### src/rtl/clk_div_sched.sv
// rtl/clk_div_sched.sv - programmable clock divider with boundary-safe divisor switching
//
// Purpose: derives a divided clock (o_clk_out) from i_clk. The high and low phases each
// last D = o_div_active cycles of i_clk. A new divisor can be offered over a valid/ready
// handshake at any time, but it only takes effect at a high-to-low boundary. Because of
// that, no phase is ever a mix of two divisors. Stopping also waits for a low boundary.
//
// Ports:
//   i_clk         system clock, rising edge
//   i_rst_n       asynchronous active-low reset
//   i_en          run request (1 = generate o_clk_out, 0 = stop cleanly)
//   i_cfg_valid   new divisor offered
//   i_cfg_div     requested half-period in i_clk cycles (0 is treated as 1)
//   o_cfg_ready   divisor can be accepted this cycle
//   o_clk_out     divided clock, driven straight from a flop
//   o_tick        one-cycle strobe in the first cycle o_clk_out is high
//   o_div_active  half-period currently in force
//   o_busy        controller is not idle
module clk_div_sched #(
    parameter int CNT_W       = 8,
    parameter int DEFAULT_DIV = 1
) (
    input  logic             i_clk,
    input  logic             i_rst_n,
    input  logic             i_en,
    input  logic             i_cfg_valid,
    input  logic [CNT_W-1:0] i_cfg_div,
    output logic             o_cfg_ready,
    output logic             o_clk_out,
    output logic             o_tick,
    output logic [CNT_W-1:0] o_div_active,
    output logic             o_busy
);

    typedef enum logic [1:0] {
        IDLE  = 2'd0,
        RUN   = 2'd1,
        PEND  = 2'd2,
        DRAIN = 2'd3
    } state_t;

    state_t           r_state;
    logic [CNT_W-1:0] r_cnt;
    logic             r_clk_out;
    logic             r_tick;
    logic [CNT_W-1:0] r_div_active;
    logic [CNT_W-1:0] r_div_pend;

    state_t           w_state_nxt;
    logic [CNT_W-1:0] w_cnt_nxt;
    logic             w_clk_nxt;
    logic             w_tick_nxt;
    logic [CNT_W-1:0] w_div_nxt;
    logic [CNT_W-1:0] w_pend_nxt;

    logic             w_hs;
    logic             w_last;
    logic [CNT_W-1:0] w_cfg_val;

    assign o_cfg_ready  = (r_state == IDLE) || (r_state == RUN);
    assign o_busy       = (r_state != IDLE);
    assign o_clk_out    = r_clk_out;
    assign o_tick       = r_tick;
    assign o_div_active = r_div_active;

    assign w_hs      = i_cfg_valid && o_cfg_ready;
    assign w_cfg_val = (i_cfg_div == '0) ? CNT_W'(1) : i_cfg_div;
    // r_div_active is never 0, so D-1 cannot underflow and the counter never passes it
    assign w_last    = (r_cnt == r_div_active - CNT_W'(1));

    always_comb begin
        w_state_nxt = r_state;
        w_cnt_nxt   = r_cnt;
        w_clk_nxt   = r_clk_out;
        w_tick_nxt  = 1'b0;
        w_div_nxt   = r_div_active;
        w_pend_nxt  = r_div_pend;

        // Common phase counter for every non-idle state
        if (r_state != IDLE) begin
            if (w_last) begin
                w_cnt_nxt  = '0;
                w_clk_nxt  = ~r_clk_out;
                w_tick_nxt = ~r_clk_out;
            end else begin
                w_cnt_nxt = r_cnt + CNT_W'(1);
            end
        end

        case (r_state)
            IDLE: begin
                w_cnt_nxt = '0;
                w_clk_nxt = 1'b0;
                if (w_hs) begin
                    w_div_nxt = w_cfg_val;
                end
                if (i_en) begin
                    w_state_nxt = RUN;
                end
            end
            RUN: begin
                if (w_hs) begin
                    w_pend_nxt  = w_cfg_val;
                    w_state_nxt = PEND;
                end else if (!i_en) begin
                    if (!r_clk_out) begin
                        // Already low: stop now and suppress any rise due this edge
                        w_state_nxt = IDLE;
                        w_cnt_nxt   = '0;
                        w_clk_nxt   = 1'b0;
                        w_tick_nxt  = 1'b0;
                    end else if (w_last) begin
                        // High phase ends on this very edge, so no drain is needed
                        w_state_nxt = IDLE;
                        w_cnt_nxt   = '0;
                    end else begin
                        w_state_nxt = DRAIN;
                    end
                end
            end
            PEND: begin
                if (w_last && r_clk_out) begin
                    w_div_nxt   = r_div_pend;
                    w_state_nxt = i_en ? RUN : IDLE;
                end
            end
            DRAIN: begin
                if (w_last && r_clk_out) begin
                    w_state_nxt = IDLE;
                end
            end
            default: begin
                w_state_nxt = IDLE;
            end
        endcase
    end

    always_ff @(posedge i_clk or negedge i_rst_n) begin
        if (!i_rst_n) begin
            r_state      <= IDLE;
            r_cnt        <= '0;
            r_clk_out    <= 1'b0;
            r_tick       <= 1'b0;
            r_div_active <= CNT_W'(DEFAULT_DIV);
            r_div_pend   <= '0;
        end else begin
            r_state      <= w_state_nxt;
            r_cnt        <= w_cnt_nxt;
            r_clk_out    <= w_clk_nxt;
            r_tick       <= w_tick_nxt;
            r_div_active <= w_div_nxt;
            r_div_pend   <= w_pend_nxt;
        end
    end

endmodule
### config.mk
export PLATFORM = sky130hd
export DESIGN_NAME = clk_div_sched
export DESIGN_NICKNAME = d
export VERILOG_FILES = /design/src/rtl/clk_div_sched.sv
export SDC_FILE = /design/constraint.sdc
export NUM_CORES = 1
export LEC_CHECK = 0
export ABC_AREA = 0
export ABC_CLOCK_PERIOD_IN_PS = 3100
export BUFFER_PORTS_ARGS = -buffer_cell sky130_fd_sc_hd__buf_2
export CAP_MARGIN = 40
export CORE_MARGIN = 3
export CORE_UTILIZATION = 56
export DETAILED_ROUTE_END_ITERATION = 12
export GPL_ROUTABILITY_DRIVEN = 1
export PLACE_DENSITY = 0.8
export SETUP_SLACK_MARGIN = 0.15
export SYNTH_ARGS = -nofsm -noshare
export SYNTH_HDL_FRONTEND = slang
export SYNTH_SLANG_ARGS = --single-unit
### constraint.sdc
create_clock -name i_clk -period 3.1 [get_ports i_clk]
set_input_delay 0.31 -clock i_clk [delete_from_list [all_inputs] [get_ports i_clk]]
set_output_delay 0.31 -clock i_clk [all_outputs]
set_load 0.02 [all_outputs]
==> results by group <==
Placed design
  • Post-detail-place hpwl: 2.56 mm
  • Gp weighted congestion: 0.796
  • Post-Place Cell Area: 1750 um2
  • DP Worst Slack: 111 ps
  • Port bufs: 23

Min path
  • Hold path startpoint: i_cfg_div[2]
  • Worst Hold Class: in2reg

Detailed routing
  • Pre-antenna DRT Iters: 4
  • Routed len/inst: 17.1 um
  • Final wirelength: 3.59 mm
  • 1st-iter DRT viols: 121
  • ANT nets after route: 0
  • DR vias/cell: 6.21
  • DRC: 0
  • Via count: 1,304

Floorplan
  • Chip width: 59.6 um
  • DIE AREA: 3560 um2
  • DIE HEIGHT: 59.6 um
  • Row Count: 18
  • Io pins: 24
  • Core Box Area: 2610 um2
  • Starting Density: 61.6%

Synthesis
  • Yosys top cell by area: dfrtp_1
  • Synth Cell Area: 1610 um2
  • Cell variety after synth: 42
  • Synth top area cells: dfrtp_1 42%, mux2i_1 5.6%, mux2_2 5.6%
  • Ys async rst share: 100%
  • Post-synthesis sequential area ratio: 43.6%
  • Top_reg_cell synth: dfrtp_1
  • Syn_nets: 172
  • Yosys reg bits: 28
  • Post-Synthesis Cells: 155
  • Share of the synthesized area in the top cell type: 42.0%
  • Avg Inst Size Synth: 10.4 um2
  • Synthesis Warnings: 0
  • Post-synth EDFFs: 0

Finish
  • Design area: 1830 um2
  • Ant diodes: 0
  • Area Growth Syn to Fin: 13.4%
  • Nets: 198
  • Layout cells sized above 1: 26.7%
  • Most frequent cells in the layout: 27 x dfrtp_1, 23 x buf_2, 17 x nand2_1
  • Fin util: 69.9%
  • Commonest non-fill, non-tap cell in the layout: dfrtp_1

CTS
  • CTS tree: built
  • Cts bufs inserted: 3
  • Clock buffer depth: 2
  • Clk_lat worst skew: 330 ps
  • H-tree levels: 1
  • CTS sink cnt: 28
  • Worst-path clk slew: 150 ps
  • Root Buffer: clkbuf_4

Power
  • Peak VDD IR: 0.000615 V
  • Cell Pwr Density: 966 nW/um2
  • Leak: 0.000876 uW

Global routing
  • First-pass GRT wire length: 5.94 mm
  • Pin count of the biggest net entering global routing: 29
  • Total congestion overflow: 0
  • Initial antenna violation count: 0
  • GRT Util Overall: 22.4%
  • Vias in the first global route: 1,294

Status
  • Status: finished clean

Critical path
  • WP data arrival: 3000 ps
  • Crit Path Max Fanout: 15
  • Critical R2R Launch: o_div_active[0]$_DFFE_PN1P_
  • Worst setup SP type: register
  • CP required: 3380 ps
  • Crit end category: register
  • CP startpoint: o_div_active[0]$_DFFE_PN1P_
  • CP Class: reg2reg

Timing
  • WHS: 232 ps
  • # setup viols final: 0
  • Actual slew at the worst max-slew pin: 618 ps
  • Fmax: 0.368 GHz
  • Skew final: 2.25 ps
  • Final worst-path cycle share: 87.6%
  • Total negative slack: 0 ps
  • Final critical-path setup slack: 383 ps
  • Final Slew Violations: 0
  • Final worst path period need: 2720 ps
  • Slew HR: 58.8%
  • Final Hold Viols: 0
  • RSZ-0062 raised after global routing: false

Flow run
  • Max Cap Violations: 0
[final timing paths]
kind,slack [ps],cells past startpoint,to
max,380,10,o_div_active[0]$_DFFE_PN1P_
min,230,2,r_div_pend[2]$_DFFE_PN0P_
max reg2reg,380,10,o_div_active[0]$_DFFE_PN1P_
min reg2reg,500,2,r_div_pend[0]$_DFFE_PN0P_
max in group asynchronous,2200,2,r_div_pend[6]$_DFFE_PN0P_
min in group asynchronous,500,2,r_cnt[6]$_DFF_PN0_
[cell usage after synthesis (2+ instances only)]
master	n
a21oi_1	3
a311oi_1	7
and2_1	2
buf_2	3
clkbuf_1	3
dfrtp_1	27
ha_1	5
inv_1	5
mux2_2	8
mux2i_1	9
nand2_1	17
nand3_1	2
nand4_1	4
nor2_1	5
nor2b_1	3
nor3_1	3
o2111ai_1	2
o21ai_0	9
o21ai_1	2
xnor2_1	8
xor2_1	7
[what timing repair did]
action	CTS	global route
hold endpoints to repair	27	0
hold buffers	1	0
setup buffers	0	0
resized for setup	1	1
endpoints found under the setup margin	1	8
[metal layers]
metal,vias up,GRT usage [%],routed length [um]
li1,610,-,-
met1,657,28.1,1570
met2,30,39.2,1860
met3,7,2.18,101
met4,0,8.86,53
met5,-,0,0
[metrics by stage]
step	total power, uW	instances
2_1_floorplan	1220	155
3_3_place_gp	1460	204
3_5_place_dp	1510	204
4_1_cts	1760	209
5_1_grt	1890	210
6_report	1760	210
[logic make-up after synthesis]
kind of cell | after synthesis | share of synthesized area, %
simple gates | 46 | 15.2
buf+inv | 12 | 3.11
mux | 17 | 11.2
flops | 28 | 43.6
xor+xnor | 15 | 8.16
fa+ha+maj | 5 | 3.89
compound gates | 32 | 14.8
[state kept, by name, summed over array words and instances (netlist names)]
signal        count
o_div_active      8
o_clk_out         1
r_state           2
o_tick            1
r_div_pend        8
r_cnt             8
[final cells by class]
cell class / count / area (um2)
clock buffers: 3 / 22.5
clock inverters: 1 / 30.0
fillers: 193 / 786
inverters: 5 / 18.8
multi-input cells: 115 / 861
flip-flops and latches: 28 / 702
well taps: 30 / 37.5
repair buffers: 28 / 155
[critical path, cell delays in order (launching register included)]
cell and delay (ps):
dfstp_2 610, inv_1 50, ha_1 250, xnor2_1 260
o21ai_1 170, a22oi_4 220, and3_1 200, ha_1 210
mux2i_1 110, or2_4 300, mux2_2 280
[where the power goes]
group	internal (uW)	total, uW	switching, uW
registers	470	627	157
logic	381	896	515
clock network	131	241	111
Note: power is estimated with default switching activity, not from simulation.
